==> src/rtl/processor_defines.sv <==
// Shared fetch definitions: FSM state encoding, default reset PC and
// instruction width in bytes.
package processor_defines;

    typedef enum logic [1:0] {
        REQ,
        WAIT,
        HOLD,
        FAULT
    } fetch_state_t;

    localparam logic [31:0] RESET_PC_DEFAULT = 32'h0000_0000;
    localparam logic [31:0] INST_BYTES       = 32'd4;

endpackage

==> src/rtl/fetch_out_buf.sv <==
// One-entry valid/ready output register carrying a fetched instruction and
// its PC towards decode.
//   clk, rst    clock / asynchronous active-high reset
//   load        capture word and pc, raise valid
//   load_data   instruction word to capture
//   load_pc     PC of the captured word
//   flush       synchronous drop of the held entry (wins over load)
//   ready       downstream accepts the entry
//   valid       entry held
//   data, pc    held instruction word and its PC
module fetch_out_buf (
    input  logic        clk,
    input  logic        rst,
    input  logic        load,
    input  logic [31:0] load_data,
    input  logic [31:0] load_pc,
    input  logic        flush,
    input  logic        ready,
    output logic        valid,
    output logic [31:0] data,
    output logic [31:0] pc
);

    always_ff @(posedge clk or posedge rst) begin
        if (rst) begin
            valid <= 1'b0;
            data  <= '0;
            pc    <= '0;
        end else if (flush) begin
            valid <= 1'b0;
        end else if (load) begin
            valid <= 1'b1;
            data  <= load_data;
            pc    <= load_pc;
        end else if (valid && ready) begin
            valid <= 1'b0;
        end
    end

endmodule

==> src/rtl/pc_fetch.sv <==
// Instruction fetch front end: owns the architectural PC, issues one
// instruction-memory request at a time, squashes wrong-path responses after
// redirects and hands fetched words to decode.
//   i_clk, i_rst                      clock / asynchronous active-high reset
//   redirect_valid, redirect_pc       PC redirect from jump/branch units
//   imem_req_valid/ready/addr         fetch request channel
//   imem_rsp_valid/data               in-order fetch response
//   inst_valid/ready/data/pc          instruction channel to decode
//   fetch_fault                       sticky misaligned-redirect flag
module pc_fetch
    import processor_defines::*;
#(
    parameter logic [31:0] RESET_PC = RESET_PC_DEFAULT
) (
    input  logic        i_clk,
    input  logic        i_rst,
    input  logic        redirect_valid,
    input  logic [31:0] redirect_pc,
    output logic        imem_req_valid,
    input  logic        imem_req_ready,
    output logic [31:0] imem_req_addr,
    input  logic        imem_rsp_valid,
    input  logic [31:0] imem_rsp_data,
    output logic        inst_valid,
    input  logic        inst_ready,
    output logic [31:0] inst_data,
    output logic [31:0] inst_pc,
    output logic        fetch_fault
);

    fetch_state_t state, state_n;
    logic [31:0]  pc, pc_n;
    logic [31:0]  req_pc, req_pc_n;
    logic         squash, squash_n;
    logic         fault, fault_n;
    logic         pending;
    logic         buf_load, buf_flush;

    always_ff @(posedge i_clk or posedge i_rst) begin
        if (i_rst) begin
            state  <= REQ;
            pc     <= RESET_PC;
            req_pc <= RESET_PC;
            squash <= 1'b0;
            fault  <= 1'b0;
        end else begin
            state  <= state_n;
            pc     <= pc_n;
            req_pc <= req_pc_n;
            squash <= squash_n;
            fault  <= fault_n;
        end
    end

    always_comb begin
        state_n   = state;
        pc_n      = pc;
        req_pc_n  = req_pc;
        squash_n  = squash;
        fault_n   = fault;
        buf_load  = 1'b0;
        buf_flush = 1'b0;
        pending   = 1'b0;

        if (state == REQ && imem_req_ready) begin
            req_pc_n = pc;
        end

        // pending: a request is still in flight after this cycle. A response
        // arriving in the same cycle as a redirect retires the in-flight
        // request, so it must not leave a squash waiting for a second one.
        case (state)
            REQ:     pending = imem_req_ready;
            WAIT:    pending = !imem_rsp_valid;
            FAULT:   pending = squash && !imem_rsp_valid;
            default: pending = 1'b0;
        endcase

        if (redirect_valid) begin
            pc_n      = redirect_pc;
            buf_flush = 1'b1;
            squash_n  = pending;
            if (redirect_pc[1:0] != 2'b00) begin
                state_n = FAULT;
                fault_n = 1'b1;
            end else begin
                fault_n = 1'b0;
                state_n = pending ? WAIT : REQ;
            end
        end else begin
            case (state)
                REQ: begin
                    if (imem_req_ready) begin
                        state_n = WAIT;
                    end
                end
                WAIT: begin
                    if (imem_rsp_valid) begin
                        if (squash) begin
                            squash_n = 1'b0;
                            state_n  = REQ;
                        end else begin
                            buf_load = 1'b1;
                            pc_n     = req_pc + INST_BYTES;
                            state_n  = HOLD;
                        end
                    end
                end
                HOLD: begin
                    if (inst_valid && inst_ready) begin
                        state_n = REQ;
                    end
                end
                FAULT: begin
                    // The squashed response may return while faulted; retire it
                    // here so a later aligned redirect does not wait for it.
                    if (squash && imem_rsp_valid) begin
                        squash_n = 1'b0;
                    end
                end
                default: state_n = REQ;
            endcase
        end
    end

    // Held low while reset is asserted so the first request appears only
    // once reset is released.
    assign imem_req_valid = (state == REQ) && !i_rst;
    assign imem_req_addr  = pc;
    assign fetch_fault    = fault;

    fetch_out_buf u_out_buf (
        .clk       (i_clk),
        .rst       (i_rst),
        .load      (buf_load),
        .load_data (imem_rsp_data),
        .load_pc   (req_pc),
        .flush     (buf_flush),
        .ready     (inst_ready),
        .valid     (inst_valid),
        .data      (inst_data),
        .pc        (inst_pc)
    );

endmodule

==> config.mk <==
export PLATFORM = sky130hd
export DESIGN_NAME = pc_fetch
export DESIGN_NICKNAME = d
export VERILOG_FILES = /design/src/rtl/processor_defines.sv /design/src/rtl/fetch_out_buf.sv /design/src/rtl/pc_fetch.sv
export SDC_FILE = /design/constraint.sdc
export NUM_CORES = 1
export LEC_CHECK = 0
export ABC_AREA = 1
export CORE_MARGIN = 3
export CORE_UTILIZATION = 35
export DETAILED_ROUTE_END_ITERATION = 10
export GPL_ROUTABILITY_DRIVEN = 1
export PLACE_DENSITY = 0.71
export SYNTH_ARGS = -nofsm -noshare
export SYNTH_HDL_FRONTEND = slang
export SYNTH_HIERARCHICAL = 1
export SYNTH_SLANG_ARGS = --single-unit
==> constraint.sdc <==
create_clock -name i_clk -period 7.3 [get_ports i_clk]
set_clock_uncertainty 0.2 [all_clocks]
set_input_delay 1.46 -clock i_clk [delete_from_list [all_inputs] [get_ports i_clk]]
set_output_delay 1.46 -clock i_clk [all_outputs]
set_load 0.005 [all_outputs]
==> results.sh, run 1 <==
export IMPL_status="finished clean"
export IMPL_syn_avg_cell_area_um2=7.985
export IMPL_power_mw=3.342
export IMPL_cts_htree_levels=4
export IMPL_synth_top_family_by_area="simple AND/OR/NAND/NOR gates"
export IMPL_antenna_cells=0
export IMPL_ios=169
export IMPL_synthSimpleGateAreaFrac_pct=31.93
export IMPL_post_cts_buffers=0
export IMPL_grt_overflow=0
export IMPL_setup_violations=0
export IMPL_p_leak_nw=4.119
export IMPL_place_hpwl_um=13340
export IMPL_slew_headroom_pct=17.12
export IMPL_vias=5970
export IMPL_syn_cell_area_um2=6404
export IMPL_synth_area_top_cells="dfrtp_1 (52%), nand2_1 (17%), nand3_1 (8.3%)"
export IMPL_ys_warn_count=6
export IMPL_firstDrtPassIters=4
export IMPL_cts_sinks=133
export IMPL_worstHoldStart="u_out_buf/pc[30]$_DFFE_PP0P_"
export IMPL_synth_cell_types=29
export IMPL_drc_errors=0
export IMPL_grt_use_total_pct=19.87
export IMPL_synth_edf_count=0
export IMPL_max_cap_violations=0
export IMPL_place_area_um2=8179
export IMPL_async_flop_share_pct=100.0
export IMPL_grt_pass1_vias=5777
export IMPL_fillers=1673
export IMPL_syn_inst=802
export IMPL_synthXorXnorAreaFrac_pct=1.231
export IMPL_gp_routability_congestion=0.8963
export IMPL_synth_top_cell_area_share_pct=51.97
export IMPL_cts_root_buf="clkbuf_16"
export IMPL_grt_antenna_before_repair=0
export IMPL_grt_pass1_wl_um=31390
export IMPL_viasPerCell=4.992
export IMPL_fin_crit_ns=4.454
export IMPL_worstMarginPinSlew_ns=1.239
export IMPL_cts_tree="yes"
export IMPL_detail_route_antenna_nets=0
export IMPL_clk_pin_slew_ns=0.06
export IMPL_muxShareOfSynthArea_pct=1.055
export IMPL_grt_max_degree=77
export IMPL_die_area_um2=19960
export IMPL_cp_end_kind="register"
export IMPL_initial_utilization_pct=36.39
export IMPL_slew_violations=0
export IMPL_crit_required_ns=7.40
export IMPL_wire_per_inst_um=16.34
export IMPL_rows=48
export IMPL_cp_start_kind="input port"
export IMPL_drive_gt1_share_pct=6.179
export IMPL_fin_nets=1033
export IMPL_clock_path_buffers=2
export IMPL_numPortBuffers=168
export IMPL_die_y_um=141.3
export IMPL_power_density_nw_per_um2=381.1
export IMPL_synth_compound_area_share_pct=6.116
export IMPL_synth_adder_area_share_pct=0.9769
export IMPL_cts_inserted_buffers=17
export IMPL_ctsResizeCount=0
export IMPL_synth_seq_area_share_pct=51.97
export IMPL_path_class="in2reg"
export IMPL_rsz0062_at_grt="no"
export IMPL_area_growth_pct=36.93
export IMPL_clk_insertion_delay_late_ns=0.43
export IMPL_hold_violations=0
export IMPL_routed_wirelength_um=19540
export IMPL_tns_ns=0
export IMPL_ir_drop_v=0.0001834
export IMPL_worstSetupStartpoint="redirect_valid"
export IMPL_ys_ff_latch=133
export IMPL_worstPathMaxFanout=65
export IMPL_hold_class="reg2reg"
export IMPL_ctsHoldBuffers=0
export IMPL_final_cell_area_um2=8768
export IMPL_die_w_um=141.3
export IMPL_critPathArrivalTime_ns=4.55
export IMPL_reg2reg_from="state[1]$_DFFE_PP0P_"
export IMPL_timing_fmax_mhz=224.5
export IMPL_synthFlopType="dfrtp_1"
export IMPL_fin_crit_sh_pct=61.01
export IMPL_drtIter0Drc=611
export IMPL_yosysTopAreaCell="dfrtp_1"
export IMPL_synth_nets=877
export IMPL_core_area_um2=17600
[state kept, by name (all words and copies together) (netlist names)]
name,cells
req_pc,32
imem_req_addr,32
squash,1
u_out_buf/data,32
fetch_fault,1
u_out_buf/valid,1
u_out_buf/pc,32
state,2
[power breakdown]
part / total (mW) / switching, mW / leakage (nW) / internal [mW]
Clock: 0.859 / 0.322 / 0.282 / 0.537
Combinational: 1.16 / 0.543 / 2.20 / 0.618
Sequential: 1.32 / 0.283 / 1.64 / 1.04
Total: 3.34 / 1.15 / 4.12 / 2.19
[path summary, 6_finish.rpt]
| check | to | slack (ns) | cells after the start |
|---|---|---|---|
| max in group asynchronous | u_out_buf/data[21]$_DFFE_PP0P_ | 4.80 | 3 |
| max | u_out_buf/pc[27]$_DFFE_PP0P_ | 2.85 | 8 |
| min in group asynchronous | state[1]$_DFFE_PP0P_ | 1.49 | 3 |
| min | u_out_buf/pc[30]$_DFFE_PP0P_ | 0.27 | 2 |
| max reg2reg | u_out_buf/pc[27]$_DFFE_PP0P_ | 4.35 | 9 |
| min reg2reg | u_out_buf/pc[30]$_DFFE_PP0P_ | 0.27 | 2 |
[Yosys cell counts (3+ instances only)]
library cell / count
inv_2: 3
o21bai_1: 7
nor2_1: 71
buf_1: 3
o211ai_1: 6
inv_1: 49
buf_4: 10
mux2_2: 6
nand3_1: 106
o21ai_0: 37
dfrtp_1: 133
xnor2_1: 6
ha_1: 5
buf_6: 6
buf_2: 11
clkbuf_1: 7
a21oi_1: 16
nand2_1: 295
nor2_4: 4
nor2_2: 4
xor2_1: 3
nand4_1: 4
[cells by family after synthesis]
kind of cell | count (synthesis)
simple gates | 491
flops | 133
buf+inv | 89
compound gates | 69
xor+xnor | 9
mux | 6
fa+ha+maj | 5
[worst max-delay path, cell delays in order]
cell	delay, ns
clkdlybuf4s50_1	0.40
buf_4	0.25
inv_1	0.58
nand3_1	0.56
inv_2	0.19
nand2_2	0.69
nand2_1	0.28
nand2_1	0.07
[cell type report]
class	instances	area, µm²	share of cell area (%)
multi-input combinational	580	2648	30.19
clock buffer	24	491.7	5.608
timing repair buffer	174	1727	19.69
inverter	52	195.2	2.226
clock inverter	8	97.59	1.113
tap	225	281.5	3.211
sequential	133	3328	37.96
[placed cells by master, fill, tap and decap left out, types with 5 or more instances in the layout]
cell             instances
dfrtp_1                133
nand3_1                106
clkbuf_16               17
ha_1                     5
inv_1                   46
nor2_1                  71
buf_4                    6
inv_2                    6
o21ai_0                 37
clkdlybuf4s50_1        168
o211ai_1                 6
o21bai_1                 7
mux2_2                   6
xnor2_1                  6
nand2_1                294
a21oi_1                 16
[stage by stage]
stage / util, % / cells / hold WS, ns / worst slack, ns
floorplan: - / 802 / 0.2650 / 3.928
global placement: 46.48 / 1164 / 0.2537 / 2.509
detailed placement: 46.48 / 1164 / 0.2588 / 2.418
CTS: 49.83 / 1196 / 0.2733 / 2.858
global route: 49.83 / 1196 / 0.2927 / 2.506
finish: 49.83 / 1196 / 0.2682 / 2.846
[per-layer routing]
layer | wire length (µm) | global-route usage [%]
met1 | 9060 | 28.52
met2 | 8655 | 29.77
met3 | 1615 | 5.595
met4 | 208 | 4.997
met5 | 0 | 0
No activity file was read; power rests on OpenSTA's default activity.
==> run 2, diff against run 1 <==
- clock period: 7.3 -> 4.51 ns (I/O delays scaled with it)
==> results.sh, run 2 (same netlist as run 1, synthesis figures left out) <==
export IMPL_status="finished clean"
export IMPL_slew_headroom_pct=32.75
export IMPL_ios=169
export IMPL_clock_path_buffers=2
export IMPL_cts_sinks=133
export IMPL_rsz0062_at_grt="no"
export IMPL_post_cts_buffers=0
export IMPL_rows=48
export IMPL_cts_htree_levels=4
export IMPL_setup_violations=0
export IMPL_area_growth_pct=38.10
export IMPL_die_w_um=141.3
export IMPL_hold_violations=0
export IMPL_fin_nets=1037
export IMPL_gp_routability_congestion=0.9032
export IMPL_fin_crit_sh_pct=69.14
export IMPL_slew_violations=0
export IMPL_cts_root_buf="clkbuf_16"
export IMPL_die_area_um2=19960
export IMPL_layout_commonest_cell="nand2_1"
export IMPL_ir_drop_v=0.0003234
export IMPL_power_density_nw_per_um2=622.3
export IMPL_reg2reg_from="state[1]$_DFFE_PP0P_"
export IMPL_setup_ws_ns=1.392
export IMPL_viasPerCell=4.942
export IMPL_firstDrtPassIters=5
export IMPL_die_y_um=141.3
export IMPL_fin_crit_ns=3.118
export IMPL_tns_ns=0
export IMPL_power_mw=5.503
export IMPL_grt_antenna_before_repair=0
export IMPL_core_area_um2=17600
export IMPL_ctsHoldBuffers=0
export IMPL_cts_inserted_buffers=17
export IMPL_clk_pin_slew_ns=0.05
export IMPL_drive_gt1_share_pct=6.475
export IMPL_hold_class="reg2reg"
export IMPL_grt_use_total_pct=19.81
export IMPL_wire_per_inst_um=16.37
export IMPL_initial_utilization_pct=36.39
export IMPL_grt_pass1_vias=5781
export IMPL_grt_pass1_wl_um=31150
export IMPL_place_hpwl_um=13820
export IMPL_final_core_util_pct=50.26
export IMPL_place_ws_ns=1.404
export IMPL_vias=5921
export IMPL_cp_start_kind="input port"
export IMPL_worstHoldStart="u_out_buf/pc[11]$_DFFE_PP0P_"
export IMPL_fillers=1674
export IMPL_antenna_cells=0
export IMPL_timing_fmax_mhz=320.7
export IMPL_critPathArrivalTime_ns=2.02
export IMPL_worstMarginPinSlew_ns=1.009
export IMPL_mostFrequentLayoutCells="nand2_1 (294), clkdlybuf4s50_1 (168), dfrtp_1 (133), nand3_1 (106), nor2_1 (71)"
export IMPL_cts_tree="yes"
export IMPL_path_class="in2out"
export IMPL_crit_required_ns=3.41
export IMPL_cp_end_kind="output port"
export IMPL_drtIter0Drc=425
export IMPL_grt_overflow=0
export IMPL_p_leak_nw=4.168
export IMPL_max_cap_violations=0
export IMPL_worstPathMaxFanout=3
export IMPL_detail_route_antenna_nets=0
export IMPL_routed_wirelength_um=19610
export IMPL_numPortBuffers=168
export IMPL_worstSetupStartpoint="i_rst"
export IMPL_drc_errors=0
export IMPL_place_area_um2=8222
export IMPL_clk_insertion_delay_late_ns=0.42
export IMPL_final_cell_area_um2=8843
export IMPL_ctsResizeCount=0
export IMPL_grt_max_degree=77
## run 2: changes by cell type in the layout (fill, tap and decap cells not counted), sizes merged
cell | previous run | this run
buf | 6 | 10
clkinvlp | 3 | 0
bufinv | 2 | 4
clkbuf | 24 | 22
inv | 52 | 53
## run 2: routing by layer
layer / routed length (µm) / track usage (%)
met1: 8958 / 27.95
met4: 333 / 5.762
met3: 1702 / 5.292
met2: 8620 / 30.07
met5: 0 / 0
## run 2: layout make-up
cell class / instances / area [µm²] / area share, %
inverter: 52 / 195.2 / 2.207
tap: 225 / 281.5 / 3.183
multi-input combinational: 580 / 2648 / 29.94
clock buffer: 22 / 474.2 / 5.362
timing repair buffer: 178 / 1769 / 20.01
clock inverter: 8 / 147.6 / 1.670
sequential: 133 / 3328 / 37.63
## run 2: final timing paths
kind | depth (start not counted) | to | slack (ns)
max in group asynchronous | 3 | u_out_buf/data[23]$_DFFE_PP0P_ | 2.29
max | 3 | imem_req_valid | 1.39
min | 2 | u_out_buf/pc[11]$_DFFE_PP0P_ | 0.27
min in group asynchronous | 2 | imem_req_addr[17]$_DFFE_PP0P_ | 0.77
max reg2reg | 10 | u_out_buf/pc[6]$_DFFE_PP0P_ | 1.98
min reg2reg | 2 | u_out_buf/pc[11]$_DFFE_PP0P_ | 0.27
## run 2: stage by stage
step                std cells  hold slack (ns)
floorplan                 802           0.2650
finish                   1198           0.2658
detailed placement       1168           0.2574
global placement         1168           0.2526
CTS                      1198           0.2711
global route             1198           0.2813
## run 2: report_power, final
group | internal, mW | leakage (nW) | total [mW] | switching, mW
sequential | 1.68 | 1.64 | 2.14 | 0.456
clock | 0.964 | 0.306 | 1.47 | 0.503
combinational | 1.01 | 2.22 | 1.90 | 0.887
total | 3.66 | 4.17 | 5.50 | 1.85
## run 2: critical path: stages
cell and delay (ns):
clkdlybuf4s50_1 0.48, nor2_1 0.13, clkdlybuf4s50_1 0.51
==> run 3, diff against run 2 <==
- PLACE_DENSITY: 0.71 -> 0.73
- clock period: 4.51 -> 2.53 ns (I/O delays scaled with it)
==> results.sh, run 3 (same netlist as run 1, synthesis figures left out) <==
export IMPL_status="finished clean"
export IMPL_worstPathMaxFanout=4
export IMPL_drive_gt1_share_pct=7.637
export IMPL_place_hpwl_um=13790
export IMPL_wl_met1_um=8849
export IMPL_dr_wl_met3_um=1735
export IMPL_grt_pass1_wl_um=31450
export IMPL_grt_max_degree=66
export IMPL_placed_cells=1174
export IMPL_viasPerCell=4.943
export IMPL_cts_sinks=133
export IMPL_gp_routability_congestion=0.8716
export IMPL_wl_met2_um=8620
export IMPL_routed_wirelength_um=19500
export IMPL_place_ws_ns=0.2360
export IMPL_layout_commonest_cell="nand2_1"
export IMPL_place_area_um2=8354
export IMPL_hold_violations=0
export IMPL_ir_drop_v=0.0005718
export IMPL_tns_ns=0
export IMPL_worstMarginPinSlew_ns=0.5247
export IMPL_drc_errors=0
export IMPL_critPathArrivalTime_ns=1.37
export IMPL_rsz0062_at_grt="no"
export IMPL_wire_per_inst_um=16.15
export IMPL_clk_pin_slew_ns=0.06
export IMPL_mostFrequentLayoutCells="nand2_1 (294), clkdlybuf4s50_1 (167), dfrtp_1 (133), nand3_1 (106), nor2_1 (71)"
export IMPL_firstDrtPassIters=5
export IMPL_cp_start_kind="register"
export IMPL_numPortBuffers=168
export IMPL_slew_violations=0
export IMPL_grt_antenna_before_repair=0
export IMPL_cts_inserted_buffers=17
export IMPL_grt_pass1_vias=5838
export IMPL_hold_class="reg2reg"
export IMPL_path_class="reg2out"
export IMPL_final_core_util_pct=51.32
export IMPL_vias=5966
export IMPL_fin_crit_ns=2.080
export IMPL_crit_required_ns=1.82
export IMPL_routed_top_layer="met4"
export IMPL_grt_use_total_pct=20.07
export IMPL_final_cells=1207
export IMPL_fin_crit_sh_pct=82.23
export IMPL_antenna_cells=0
export IMPL_timing_fmax_mhz=480.7
export IMPL_initial_utilization_pct=36.39
export IMPL_clock_path_buffers=2
export IMPL_power_density_nw_per_um2=1108
export IMPL_setup_violations=0
export IMPL_rows=48
export IMPL_core_area_um2=17600
export IMPL_max_cap_violations=0
export IMPL_grt_overflow=0
export IMPL_cts_htree_levels=4
export IMPL_die_w_um=141.3
export IMPL_cts_tree="yes"
export IMPL_power_mw=10.01
export IMPL_detail_route_antenna_nets=0
export IMPL_fin_hold_ws_ns=0.2653
export IMPL_slew_headroom_pct=64.89
export IMPL_ios=169
export IMPL_p_leak_nw=4.262
export IMPL_fin_nets=1044
export IMPL_cts_root_buf="clkbuf_16"
export IMPL_clk_insertion_delay_late_ns=0.42
export IMPL_final_cell_area_um2=9031
export IMPL_die_area_um2=19960
export IMPL_die_y_um=141.3
export IMPL_area_growth_pct=41.03
export IMPL_setup_ws_ns=0.4497
export IMPL_cp_end_kind="output port"
export IMPL_drtIter0Drc=503
==> run 3: per-layer routing <==
| metal | vias to the layer above | GRT usage (%) |
|---|---|---|
| li1 | 2903 | - |
| met1 | 2793 | 28.79 |
| met2 | 245 | 29.82 |
| met3 | 25 | 4.786 |
| met4 | 0 | 6.986 |
| met5 | - | 0 |
==> run 3: report_power, final <==
| part | leakage, nW | switching, mW | internal [mW] |
|---|---|---|---|
| sequential | 1.64 | 0.828 | 3.00 |
| clock | 0.318 | 0.929 | 1.83 |
| combinational | 2.30 | 1.58 | 1.84 |
==> run 3: cell type report <==
| cell class | count | area (µm²) |
|---|---|---|
| fill | 1688 | 8566 |
| inverter | 52 | 195.2 |
| sequential | 133 | 3328 |
| clock inverter | 12 | 200.2 |
| clock buffer | 20 | 466.7 |
| tap | 225 | 281.5 |
| multi-input combinational | 580 | 2648 |
| timing repair buffer | 185 | 1912 |
==> run 3: final timing paths <==
| path | slack (ns) | endpoint | startpoint | cells past startpoint |
|---|---|---|---|---|
| worst max-delay path | 0.45 | imem_req_valid | state[1]$_DFFE_PP0P_ | 5 |
| worst min-delay path | 0.27 | u_out_buf/data[21]$_DFFE_PP0P_ | u_out_buf/data[21]$_DFFE_PP0P_ | 2 |
| worst max register to register | 0.49 | imem_req_addr[30]$_DFFE_PP0P_ | state[1]$_DFFE_PP0P_ | 9 |
| worst min register to register | 0.27 | u_out_buf/data[21]$_DFFE_PP0P_ | u_out_buf/data[21]$_DFFE_PP0P_ | 2 |
| max in group asynchronous | 1.36 | imem_req_addr[15]$_DFFE_PP0P_ | i_rst | 4 |
| min in group asynchronous | 0.28 | squash$_DFFE_PP0P_ | i_rst | 3 |
==> run 3: timing repair <==
action	CTS	global route
setup buffers	0	1
hold buffers	0	0
resized for setup	0	2
setup endpoints to repair	0	1
==> run 3: worst max-delay path, stage by stage (launching register included) <==
cell and delay (ns):
dfrtp_1 0.40, inv_1 0.08, ha_1 0.20, inv_1 0.09, nor2_1 0.05, dlymetal6s2s_1 0.14
